[config.mk]
export PLATFORM = sky130hd
export DESIGN_NAME = vga_timing_gen
export DESIGN_NICKNAME = d
export VERILOG_FILES = /design/src/rtl/vga_timing_gen.sv
export SDC_FILE = /design/constraint.sdc
export NUM_CORES = 1
export LEC_CHECK = 0
export ABC_AREA = 1
export ABC_CLOCK_PERIOD_IN_PS = 2400
export BUFFER_PORTS_ARGS = -buffer_cell sky130_fd_sc_hd__buf_2
export CORE_MARGIN = 3
export CORE_UTILIZATION = 55
export DETAILED_ROUTE_END_ITERATION = 6
export GPL_TIMING_DRIVEN = 0
export PLACE_DENSITY = 0.78
export SLEW_MARGIN = 20
export SYNTH_ARGS = -nofsm -noshare
export SYNTH_HDL_FRONTEND = slang
export SYNTH_SLANG_ARGS = --single-unit
[constraint.sdc]
create_clock -name vga_clk -period 2.4 [get_ports vga_clk]
set_input_delay 0.24 -clock vga_clk [delete_from_list [all_inputs] [get_ports vga_clk]]
set_output_delay 0.24 -clock vga_clk [all_outputs]
set_load 0.02 [all_outputs]
[src/rtl/vga_timing_gen.sv]
// VGA raster timing generator: free-running pixel/line counters with
// registered sync, active-video and start-pulse outputs for the renderers.
module vga_timing_gen #(
  parameter int H_ACTIVE = 640,
  parameter int H_FP     = 16,
  parameter int H_SYNC   = 96,
  parameter int H_BP     = 48,
  parameter int V_ACTIVE = 480,
  parameter int V_FP     = 10,
  parameter int V_SYNC   = 2,
  parameter int V_BP     = 33,
  parameter int COORD_W  = 10
) (
  input  logic               vga_clk,
  input  logic               reset,
  output logic               hs,
  output logic               vs,
  output logic               blank,
  output logic [COORD_W-1:0] DrawX,
  output logic [COORD_W-1:0] DrawY,
  output logic               line_start,
  output logic               frame_start
);

  localparam int H_TOTAL = H_ACTIVE + H_FP + H_SYNC + H_BP;
  localparam int V_TOTAL = V_ACTIVE + V_FP + V_SYNC + V_BP;

  // The counters must be able to hold the last pixel and last line index.
  if ((H_TOTAL > (2 ** COORD_W)) || (V_TOTAL > (2 ** COORD_W))) begin : g_width_check
    $error("vga_timing_gen: COORD_W too narrow for H_TOTAL-1 or V_TOTAL-1");
  end

  localparam logic [COORD_W-1:0] H_LAST    = COORD_W'(H_TOTAL - 1);
  localparam logic [COORD_W-1:0] V_LAST    = COORD_W'(V_TOTAL - 1);
  localparam logic [COORD_W-1:0] H_VIS     = COORD_W'(H_ACTIVE);
  localparam logic [COORD_W-1:0] V_VIS     = COORD_W'(V_ACTIVE);
  localparam logic [COORD_W-1:0] HS_START  = COORD_W'(H_ACTIVE + H_FP);
  localparam logic [COORD_W-1:0] HS_END    = COORD_W'(H_ACTIVE + H_FP + H_SYNC);
  localparam logic [COORD_W-1:0] VS_START  = COORD_W'(V_ACTIVE + V_FP);
  localparam logic [COORD_W-1:0] VS_END    = COORD_W'(V_ACTIVE + V_FP + V_SYNC);

  logic [COORD_W-1:0] hc_q, hc_d;
  logic [COORD_W-1:0] vc_q, vc_d;
  logic               hs_q, hs_d;
  logic               vs_q, vs_d;
  logic               blank_q, blank_d;
  logic               line_start_q, line_start_d;
  logic               frame_start_q, frame_start_d;

  // Next raster position, and every output decoded from that next position
  // so the registered outputs always agree with the registered counters.
  always_comb begin
    hc_d = hc_q + COORD_W'(1);
    vc_d = vc_q;
    if (hc_q == H_LAST) begin
      hc_d = '0;
      if (vc_q == V_LAST) begin
        vc_d = '0;
      end else begin
        vc_d = vc_q + COORD_W'(1);
      end
    end
    blank_d       = (hc_d < H_VIS) && (vc_d < V_VIS);
    hs_d          = !((hc_d >= HS_START) && (hc_d < HS_END));
    vs_d          = !((vc_d >= VS_START) && (vc_d < VS_END));
    line_start_d  = (hc_d == '0);
    frame_start_d = (hc_d == '0) && (vc_d == '0);
  end

  // Raster state; reset parks on the last pixel of the frame so the first
  // edge after release lands on (0,0).
  always_ff @(posedge vga_clk or posedge reset) begin
    if (reset) begin
      hc_q          <= H_LAST;
      vc_q          <= V_LAST;
      hs_q          <= 1'b1;
      vs_q          <= 1'b1;
      blank_q       <= 1'b0;
      line_start_q  <= 1'b0;
      frame_start_q <= 1'b0;
    end else begin
      hc_q          <= hc_d;
      vc_q          <= vc_d;
      hs_q          <= hs_d;
      vs_q          <= vs_d;
      blank_q       <= blank_d;
      line_start_q  <= line_start_d;
      frame_start_q <= frame_start_d;
    end
  end

  assign DrawX       = hc_q;
  assign DrawY       = vc_q;
  assign hs          = hs_q;
  assign vs          = vs_q;
  assign blank       = blank_q;
  assign line_start  = line_start_q;
  assign frame_start = frame_start_q;

endmodule

==> flow_summary.ini, run 1 <==
[run_status]
status = finished clean

[worst_setup_path]
reg2regPathDepth = 11
slowest_delay_ns = 0.60
cp.required_ns = 2.67
crit_fanout = 6
crit_chain = ha_1, nand2_2, inv_2, nand2_2, nor3_4, nand2_1, nand2_1, nand2_1, nor2_1, nand3_1, nor2_1
cpMaxStageDelayCell = dfstp_2
r2r_slack_ns = 0.38
crit_type = flop to flop
start_kind = flop
r2r-end = frame_start
cp.arrival_ns = 2.29
crit_start = DrawX[0]
cp_common_cell = nand2_1
rr_startpoint = DrawX[0]
cp-endpoint = frame_start
endpoint_kind = flop

[global_routing]
grt_pass1_wl_um = 5980
antenna_found_initial = 0
grt_max_degree = 26
grt_usage_pct = 22.3
grt-ovfl-total = 0
grt_pass1_vias = 1309

[routing]
drcViolationCount = 0
drtPass1Iterations = 4
dr.first_iter.drc_count = 120
viasPerCell = 5.07
ant_nets = 0
wl_per_cell_um = 11.9
vias = 1470
totalWireLength_um = 3460

[cells_and_area]
num-nets-final = 266
syn_to_final_growth_pct = 12.2
diodes = 0
final_cells = 290
design_area_um2 = 1780
fillCellCount = 237
drive_gt1_share_pct = 23.5

[power_and_ir_drop]
powerDensity_nw_per_um2 = 349
vdd_drop_max_mv = 0.282
pwr-share-clk_pct = 30.7
switchingPower_uw = 133
p_leak_nw = 1.06
pwr-share-seq_pct = 68.0
total_power_uw = 621
internal-power_uw = 488
pwr-share-comb_pct = 1.3
switching_share_pct = 21.5

[synth]
ys_types = 22
seq_area_frac_synth_pct = 40.3
syn_nets = 235
syn-instance-count = 230
synth_most_common_cell = nand2_1
syn_area_um2 = 1590
synth.top_cell.area_share_pct = 20.5
ys_ff_latch = 25
synth_warnings = 0
ys_top_cells_by_count = 61 x nand2_1, 41 x inv_1, 34 x nor2_1
syn-mean-instance-area_um2 = 6.90
post-synth-top-area-cell = dfrtp_1
synth_flop_cell = dfrtp_1
synth_edf_count = 0
synthArstFlopShare_pct = 100
synth_area_leaders = dfrtp_1 20%, dfstp_2 20%, nand2_1 14%

[placement]
portBuffers = 26
gp_congestion = 0.847
dp_hpwl_um = 2710
place_inst = 286
place_area_um2 = 1760

[floorplanning]
ios = 27
std_cell_rows = 18
dieArea_um2 = 3570
die_y_um = 59.7
initial_core_util_pct = 60.8
die_w_um = 59.7
core_area_um2 = 2610

[cts]
htree_levels = 1
cts_hold_buf = 0
clock-sinks = 25
cts_buffers = 3
tritoncts = done
clk_latency_ns = 0.32
clock_path_buffers = 2
post_cts_resize_count = 0
path_clk_slew_ns = 0.14
post_cts_buffers = 0
cts_root_buffer = clkbuf_4

[sta]
fin_skew_ns = 0.00982
hold_violations = 0
worst_pin_slew_ns = 0.897
finalSetupViolCount = 0
min_period_over_period_pct = 84.1
fmax_mhz = 495
rsz0062_at_grt = false
finalSetupTns_ns = 0
slew-limit-headroom_pct = 40.2
min_period_ns = 2.02
drv_slew = 0

[run]
cap_violations = 0

[worst_hold_path]
hp-class = input port to async pin
==> stage by stage <==
stage / utilization [%] / setup slack, ns / hold WS, ns
floorplan: - / 0.594 / 0.258
global placement: 67.2 / 0.424 / 0.485
detailed placement: 67.2 / 0.405 / 0.480
CTS: 68.2 / 0.388 / 0.108
global route: 68.2 / 0.179 / 0.152
finish: 68.2 / 0.381 / 0.0810
==> how the worst min path moves through the flow <==
stage / from / endpoint / depth (start not counted)
global route: reset / DrawY[7] / 2
finish: reset / DrawY[7] / 2
global placement: reset / DrawY[7] / 2
detailed placement: reset / DrawY[7] / 2
floorplan: reset / DrawX[5] / 1
CTS: reset / DrawY[7] / 2
==> cells in the final DEF, fill, tap and decap left out <==
| cell type | instances |
|---|---|
| a21oi_1 | 1 |
| buf_2 | 28 |
| clkbuf_1 | 1 |
| clkbuf_4 | 3 |
| dfrtp_1 | 13 |
| dfstp_2 | 12 |
| ha_1 | 3 |
| inv_1 | 41 |
| inv_2 | 6 |
| nand2_1 | 61 |
| nand2_2 | 5 |
| nand3_1 | 27 |
| nand4_1 | 9 |
| nand4_2 | 1 |
| nor2_1 | 34 |
| nor2_4 | 2 |
| nor2_8 | 1 |
| nor3_1 | 2 |
| nor3_4 | 1 |
| o21ai_0 | 3 |
| o21ai_1 | 1 |
| o21ai_2 | 1 |
| o21bai_1 | 3 |
| or2_2 | 1 |
==> critical path, delay by kind of cell (launching register included) <==
kind / cells / cell delay, ns
and+or+nand+nor: 9 / 1.08
DFF: 1 / 0.60
adders and majority gates: 1 / 0.19
buffers and inverters: 1 / 0.11
==> kinds of logic (layout without fill, tap and decap cells) <==
group | after synthesis | after routing | synth area share [%]
flops | 25 | 25 | 40.3
buf+inv | 49 | 79 | 11.7
simple gates | 144 | 144 | 42.0
fa+ha+maj | 3 | 3 | 2.36
compound gates | 9 | 9 | 3.55
==> area by class of cell <==
cell class	count	area [um2]	area share [%]
tap	30	37.5	2.11
sequential	25	641	36.0
clock buffer	4	26.3	1.47
buffer	2	10.0	0.562
inverter	47	176	9.90
multi-input combinational	156	761	42.7
timing repair buffer	26	130	7.30
==> layer usage <==
layer | share of wire [%] | global-route usage [%] | wire length [um]
met5 | 0 | 0 | 0
met3 | 6.0 | 2.59 | 207
met4 | 1.3 | 6.65 | 45
met1 | 50 | 33.8 | 1740
met2 | 42 | 33.3 | 1470
==> power groups by stage <==
stage	Sequential, mW	Combinational [mW]	Clock, mW
after global routing	0.423	0.00990	0.210
final	0.422	0.00829	0.191
after detailed placement	0.429	0.00905	0
after floorplan	0.429	0.00609	0
after CTS	0.423	0.00901	0.200
after global placement	0.429	0.00913	0
==> registers in the layout, indices dropped and copies added (netlist names) <==
register	count
blank	1
frame_start	1
vs	1
hs	1
DrawY	10
DrawX	10
line_start	1
(Power assumes the default switching activity.)
==> inputs of run 2 (changes only) <==
--- a/config.mk
+++ b/config.mk
@@ -6,13 +6,13 @@
 export NUM_CORES = 1
 export LEC_CHECK = 0
 export ABC_AREA = 1
-export ABC_CLOCK_PERIOD_IN_PS = 2400
+export ABC_CLOCK_PERIOD_IN_PS = 1750
 export BUFFER_PORTS_ARGS = -buffer_cell sky130_fd_sc_hd__buf_2
 export CORE_MARGIN = 3
-export CORE_UTILIZATION = 55
+export CORE_UTILIZATION = 50
 export DETAILED_ROUTE_END_ITERATION = 6
 export GPL_TIMING_DRIVEN = 0
-export PLACE_DENSITY = 0.78
+export PLACE_DENSITY = 0.75
 export SLEW_MARGIN = 20
 export SYNTH_ARGS = -nofsm -noshare
 export SYNTH_HDL_FRONTEND = slang
==> constraint.sdc (replaced) <==
create_clock -name vga_clk -period 1.75 [get_ports vga_clk]
set_input_delay 0.175 -clock vga_clk [delete_from_list [all_inputs] [get_ports vga_clk]]
set_output_delay 0.175 -clock vga_clk [all_outputs]
set_load 0.02 [all_outputs]
==> flow_summary.ini, run 2 (synthesis gave the netlist of run 1 again) <==
[run_status]
status = finished, violations left
violations = setup timing

[cells_and_area]
drive_gt1_share_pct = 33.7
layout_commonest_cell = nand2_1
design_area_um2 = 2020
fillCellCount = 242
layout_common_cells = 59 x nand2_1, 38 x inv_1, 27 x nor2_1, 27 x buf_2, 25 x nand3_1
num-nets-final = 279
syn_to_final_growth_pct = 27.0
diodes = 0

[worst_setup_path]
slowest_delay_ns = 0.59
r2r-end = frame_start
reg2regPathDepth = 12
cp.required_ns = 2.03
crit_start = DrawX[0]
crit_chain = ha_4, nand2_8, inv_8, nand2_8, nor3_4, buf_6, nand2_1, nand2_1, nand2_1, nor2_2, nand3_1, nor2_1
r2r_slack_ns = -0.09
crit_type = flop to flop
crit_fanout = 4
cp_common_cell = nand2_1
rr_startpoint = DrawX[0]
cp.arrival_ns = 2.12
start_kind = flop
cpMaxStageDelayCell = dfstp_2
endpoint_kind = flop

[global_routing]
grt_max_degree = 26
antenna_found_initial = 0
grt_pass1_vias = 1474
grtUsageMet3_pct = 1.98
grt_pass1_wl_um = 6500
grt-ovfl-total = 0
grt.met2_usage_pct = 34.5
busiest_layer = met2
grt_usage_pct = 20.4
met1_usage_pct = 28.0

[sta]
worst_pin_slew_ns = 0.932
slew-limit-headroom_pct = 37.8
drv_slew = 0
finalWorstSetupSlack_ns = -0.0936
min_period_ns = 1.84
whs_ns = 0.0229
fmax_mhz = 542
rsz0062_at_grt = true
hold_violations = 0
finalSetupViolCount = 4
min_period_over_period_pct = 105
fin_skew_ns = 0.00739

[routing]
drcViolationCount = 0
viasPerCell = 5.06
wl_per_cell_um = 12.6
totalWireLength_um = 3960
ant_nets = 0
vias = 1593
drtPass1Iterations = 5
dr.first_iter.drc_count = 95

[cts]
cts_hold_buf = 0
clock_path_buffers = 2
tritoncts = done
cts_root_buffer = clkbuf_4
path_clk_slew_ns = 0.14
htree_levels = 1
clock-sinks = 25
clk_latency_ns = 0.33
cts_buffers = 3

[floorplanning]
ios = 27
dieArea_um2 = 3890
initial_core_util_pct = 54.7
std_cell_rows = 19
die_y_um = 62.4
die_w_um = 62.4
core_area_um2 = 2900

[run]
cap_violations = 0

[placement]
portBuffers = 26
gp_congestion = 0.862
place_area_um2 = 1800
post-place-ws_ns = -0.183
dp_hpwl_um = 2730

[worst_hold_path]
hp-class = input port to async pin

[power_and_ir_drop]
vdd_drop_max_mv = 0.389
powerDensity_nw_per_um2 = 428
p_leak_nw = 1.12
## run 2: cell count changes in the layout (fill, tap and decap cells not counted), moves of 3 or more
cell / delta
buf_4: +11
nor2_2: +6
nor2_1: -7
buf_6: +3
inv_1: -3
## run 2: power by group
| part | internal, mW | switching, mW | total [mW] |
|---|---|---|---|
| clock | 0.0895 | 0.183 | 0.273 |
| combinational | 0.000891 | 0.0109 | 0.0118 |
| sequential | 0.579 | 0 | 0.579 |
## run 2: what timing repair did
action,CTS,global route
buffers inserted,8,6
endpoints found under the setup margin,5,5
pin swaps,13,4
gates resized for setup,10,19
## run 2: per-stage QoR
| stage | setup TNS (ns) | std cells | power, mW | util (%) |
|---|---|---|---|---|
| floorplan | -0.0434 | 230 | 0.597 | - |
| global placement | -0.539 | 298 | 0.602 | 61.9 |
| detailed placement | -0.575 | 298 | 0.602 | 61.9 |
| CTS | -0.0818 | 310 | 0.871 | 66.1 |
| global route | -0.762 | 315 | 0.897 | 69.5 |
| finish | -0.167 | 315 | 0.864 | 69.5 |
## run 2: worst max-delay path by stage
stage / endpoint / slack (ns) / cells after the start
after global routing: frame_start / -0.22 / 12
after detailed placement: frame_start / -0.18 / 11
after global placement: frame_start / -0.18 / 11
after CTS: frame_start / -0.04 / 11
after floorplan: blank / -0.02 / 10
final: frame_start / -0.09 / 12
## run 2: layout make-up
cell class	count	area, um2	area share, %
buffer	1	5.00	0.248
sequential	25	643	31.9
tap	42	52.6	2.61
inverter	47	186	9.24
clock buffer	4	26.3	1.30
timing repair buffer	40	246	12.2
multi-input combinational	156	857	42.5
## run 2: critical path: cells and delay by family, from the launching register on
family,cells,cell delay [ns]
and+or+nand+nor,9,0.82
DFF,1,0.59
adders and majority gates,1,0.17
buffers and inverters,2,0.22
## run 2: layer usage
layer / share of wire, % / routed length [um]
met5: 0 / 0
met4: 1.5 / 61
met3: 4.6 / 183
met2: 47 / 1840
met1: 47 / 1870
==> inputs of run 3 (changes only) <==
--- a/config.mk
+++ b/config.mk
@@ -6,13 +6,14 @@
 export NUM_CORES = 1
 export LEC_CHECK = 0
 export ABC_AREA = 1
-export ABC_CLOCK_PERIOD_IN_PS = 1750
+export ABC_CLOCK_PERIOD_IN_PS = 2200
 export BUFFER_PORTS_ARGS = -buffer_cell sky130_fd_sc_hd__buf_2
 export CORE_MARGIN = 3
-export CORE_UTILIZATION = 50
+export CORE_UTILIZATION = 60
+export CTS_CLUSTER_DIAMETER = 100
 export DETAILED_ROUTE_END_ITERATION = 6
 export GPL_TIMING_DRIVEN = 0
-export PLACE_DENSITY = 0.75
+export PLACE_DENSITY = 0.84
 export SLEW_MARGIN = 20
 export SYNTH_ARGS = -nofsm -noshare
 export SYNTH_HDL_FRONTEND = slang
==> constraint.sdc (replaced) <==
create_clock -name vga_clk -period 2.2 [get_ports vga_clk]
set_input_delay 0.22 -clock vga_clk [delete_from_list [all_inputs] [get_ports vga_clk]]
set_output_delay 0.22 -clock vga_clk [all_outputs]
set_load 0.02 [all_outputs]
==> flow_summary.ini, run 3 (synthesis gave the netlist of run 1 again) <==
[cells_and_area]
drive_gt1_share_pct = 23.8
num-nets-final = 266
fillCellCount = 240
fin_util_pct = 71.4
regArea_um2 = 641
diodes = 0
layout_commonest_cell = nand2_1
layout_common_cells = 61 x nand2_1, 41 x inv_1, 34 x nor2_1
multiInputGateArea_um2 = 761
syn_to_final_growth_pct = 12.5

[sta]
min_period_ns = 1.98
min_period_over_period_pct = 90.0
rsz0062_at_grt = false
hold_violations = 0
slew-limit-headroom_pct = 40.6
finalSetupViolCount = 0
fin_skew_ns = 0.0133
worst_pin_slew_ns = 0.889
fmax_mhz = 505
finalSetupTns_ns = 0
drv_slew = 0

[worst_setup_path]
crit_type = flop to flop
cp.arrival_ns = 2.25
cpMaxStageDelayCell = dfstp_2
crit_chain = ha_1, nand2_2, inv_2, nand2_2, nor3_4, nand2_1, nand2_1, nand2_1, nor2_1, nand3_1, nor2_1
cpLargestDelayFamily = simple AND/OR/NAND/NOR gates
endpoint_kind = flop
start_kind = flop
slowest_delay_ns = 0.59
crit_fanout = 6
cp_common_cell = nand2_1
cp.required_ns = 2.47
cp.buffers_inverters = 1

[routing]
dr.first_iter.drc_count = 82
ant_nets = 0
drcViolationCount = 0
totalWireLength_um = 3260
drtPass1Iterations = 4
vias = 1482
viasPerCell = 5.11
wl_per_cell_um = 11.2

[power_and_ir_drop]
total_power_uw = 676
switching_share_pct = 21.4
vdd_drop_max_mv = 0.367
pwr-share-seq_pct = 68.2
powerDensity_nw_per_um2 = 379
p_leak_nw = 1.06
internal-power_uw = 531
pwr-share-clk_pct = 30.5
switchingPower_uw = 145
pwr-share-comb_pct = 1.3

[placement]
dp_hpwl_um = 2640
gp_congestion = 0.879
portBuffers = 26

[run]
cap_violations = 0

[floorplanning]
dieArea_um2 = 3300
core_area_um2 = 2500
initial_core_util_pct = 63.5
ios = 27
die_y_um = 57.4
std_cell_rows = 18
die_w_um = 57.4

[cts]
cts_buffers = 3
post_cts_resize_count = 0
path_clk_slew_ns = 0.14
clock_path_buffers = 2
cts_root_buffer = clkbuf_4
clk_latency_ns = 0.32
clock-sinks = 25
cts_hold_buf = 0
htree_levels = 1
tritoncts = done
post_cts_buffers = 0

[global_routing]
grt_pass1_vias = 1366
grt_pass1_wl_um = 5750
antenna_found_initial = 0
grt-ovfl-total = 0
grt_usage_pct = 22.0
grt_max_degree = 26

[run_status]
status = finished clean

[worst_hold_path]
hp-class = input port to async pin
-- run 3: layout make-up --
| class | count | area share [%] |
|---|---|---|
| Timing Repair Buffer | 26 | 7.29 |
| Tap cell | 30 | 2.10 |
| Clock buffer | 3 | 1.26 |
| Inverter | 47 | 9.88 |
| Buffer | 2 | 0.561 |
| Clock inverter | 1 | 0.420 |
| Sequential cell | 25 | 35.9 |
| Multi-Input combinational cell | 156 | 42.6 |
-- run 3: power groups by stage --
stage	Sequential (mW)	Clock (mW)	Combinational, mW
CTS	0.461	0.218	0.00978
floorplan	0.468	0	0.00665
finish	0.461	0.206	0.00898
global route	0.461	0.232	0.0108
detailed placement	0.468	0	0.00978
global placement	0.468	0	0.00950
-- run 3: metrics by stage --
stage          instance area [um2]  hold WS, ns  std cells  worst slack (ns)
3_5_place_dp                  1760        0.456        286             0.205
2_1_floorplan                 1590        0.238        230             0.394
3_3_place_gp                  1760        0.443        286             0.199
4_1_cts                       1790       0.0867        290             0.185
5_1_grt                       1790        0.125        290           0.00928
6_report                      1790       0.0584        290             0.220
-- run 3: worst reg2reg max path, delay by kind of cell (launching register included) --
family | cells | cell delay, ns
adders and majority gates | 1 | 0.18
buffers and inverters | 1 | 0.10
DFF | 1 | 0.59
and+or+nand+nor | 9 | 1.06
-- run 3: final timing paths --
check                         start     endpoint  slack (ns)  cells after the start
setup / recovery           DrawX[0]  frame_start        0.22                     11
setup reg to reg           DrawX[0]  frame_start        0.22                     11
hold reg to reg            DrawX[2]     DrawX[2]        0.54                      2
max in group asynchronous     reset     DrawY[1]        1.59                      2
hold / removal                reset  frame_start        0.06                      2
min in group vga_clk       DrawX[2]     DrawX[2]        0.54                      2
-- run 3: per-layer routing --
layer | share of wire [%] | vias to the layer above | GRT usage (%)
met5 | 0 | - | 0
met4 | 1.2 | 0 | 5.96
met3 | 4.5 | 5 | 2.71
met2 | 48 | 34 | 37.6
met1 | 46 | 673 | 29.4
li1 | - | 770 | -
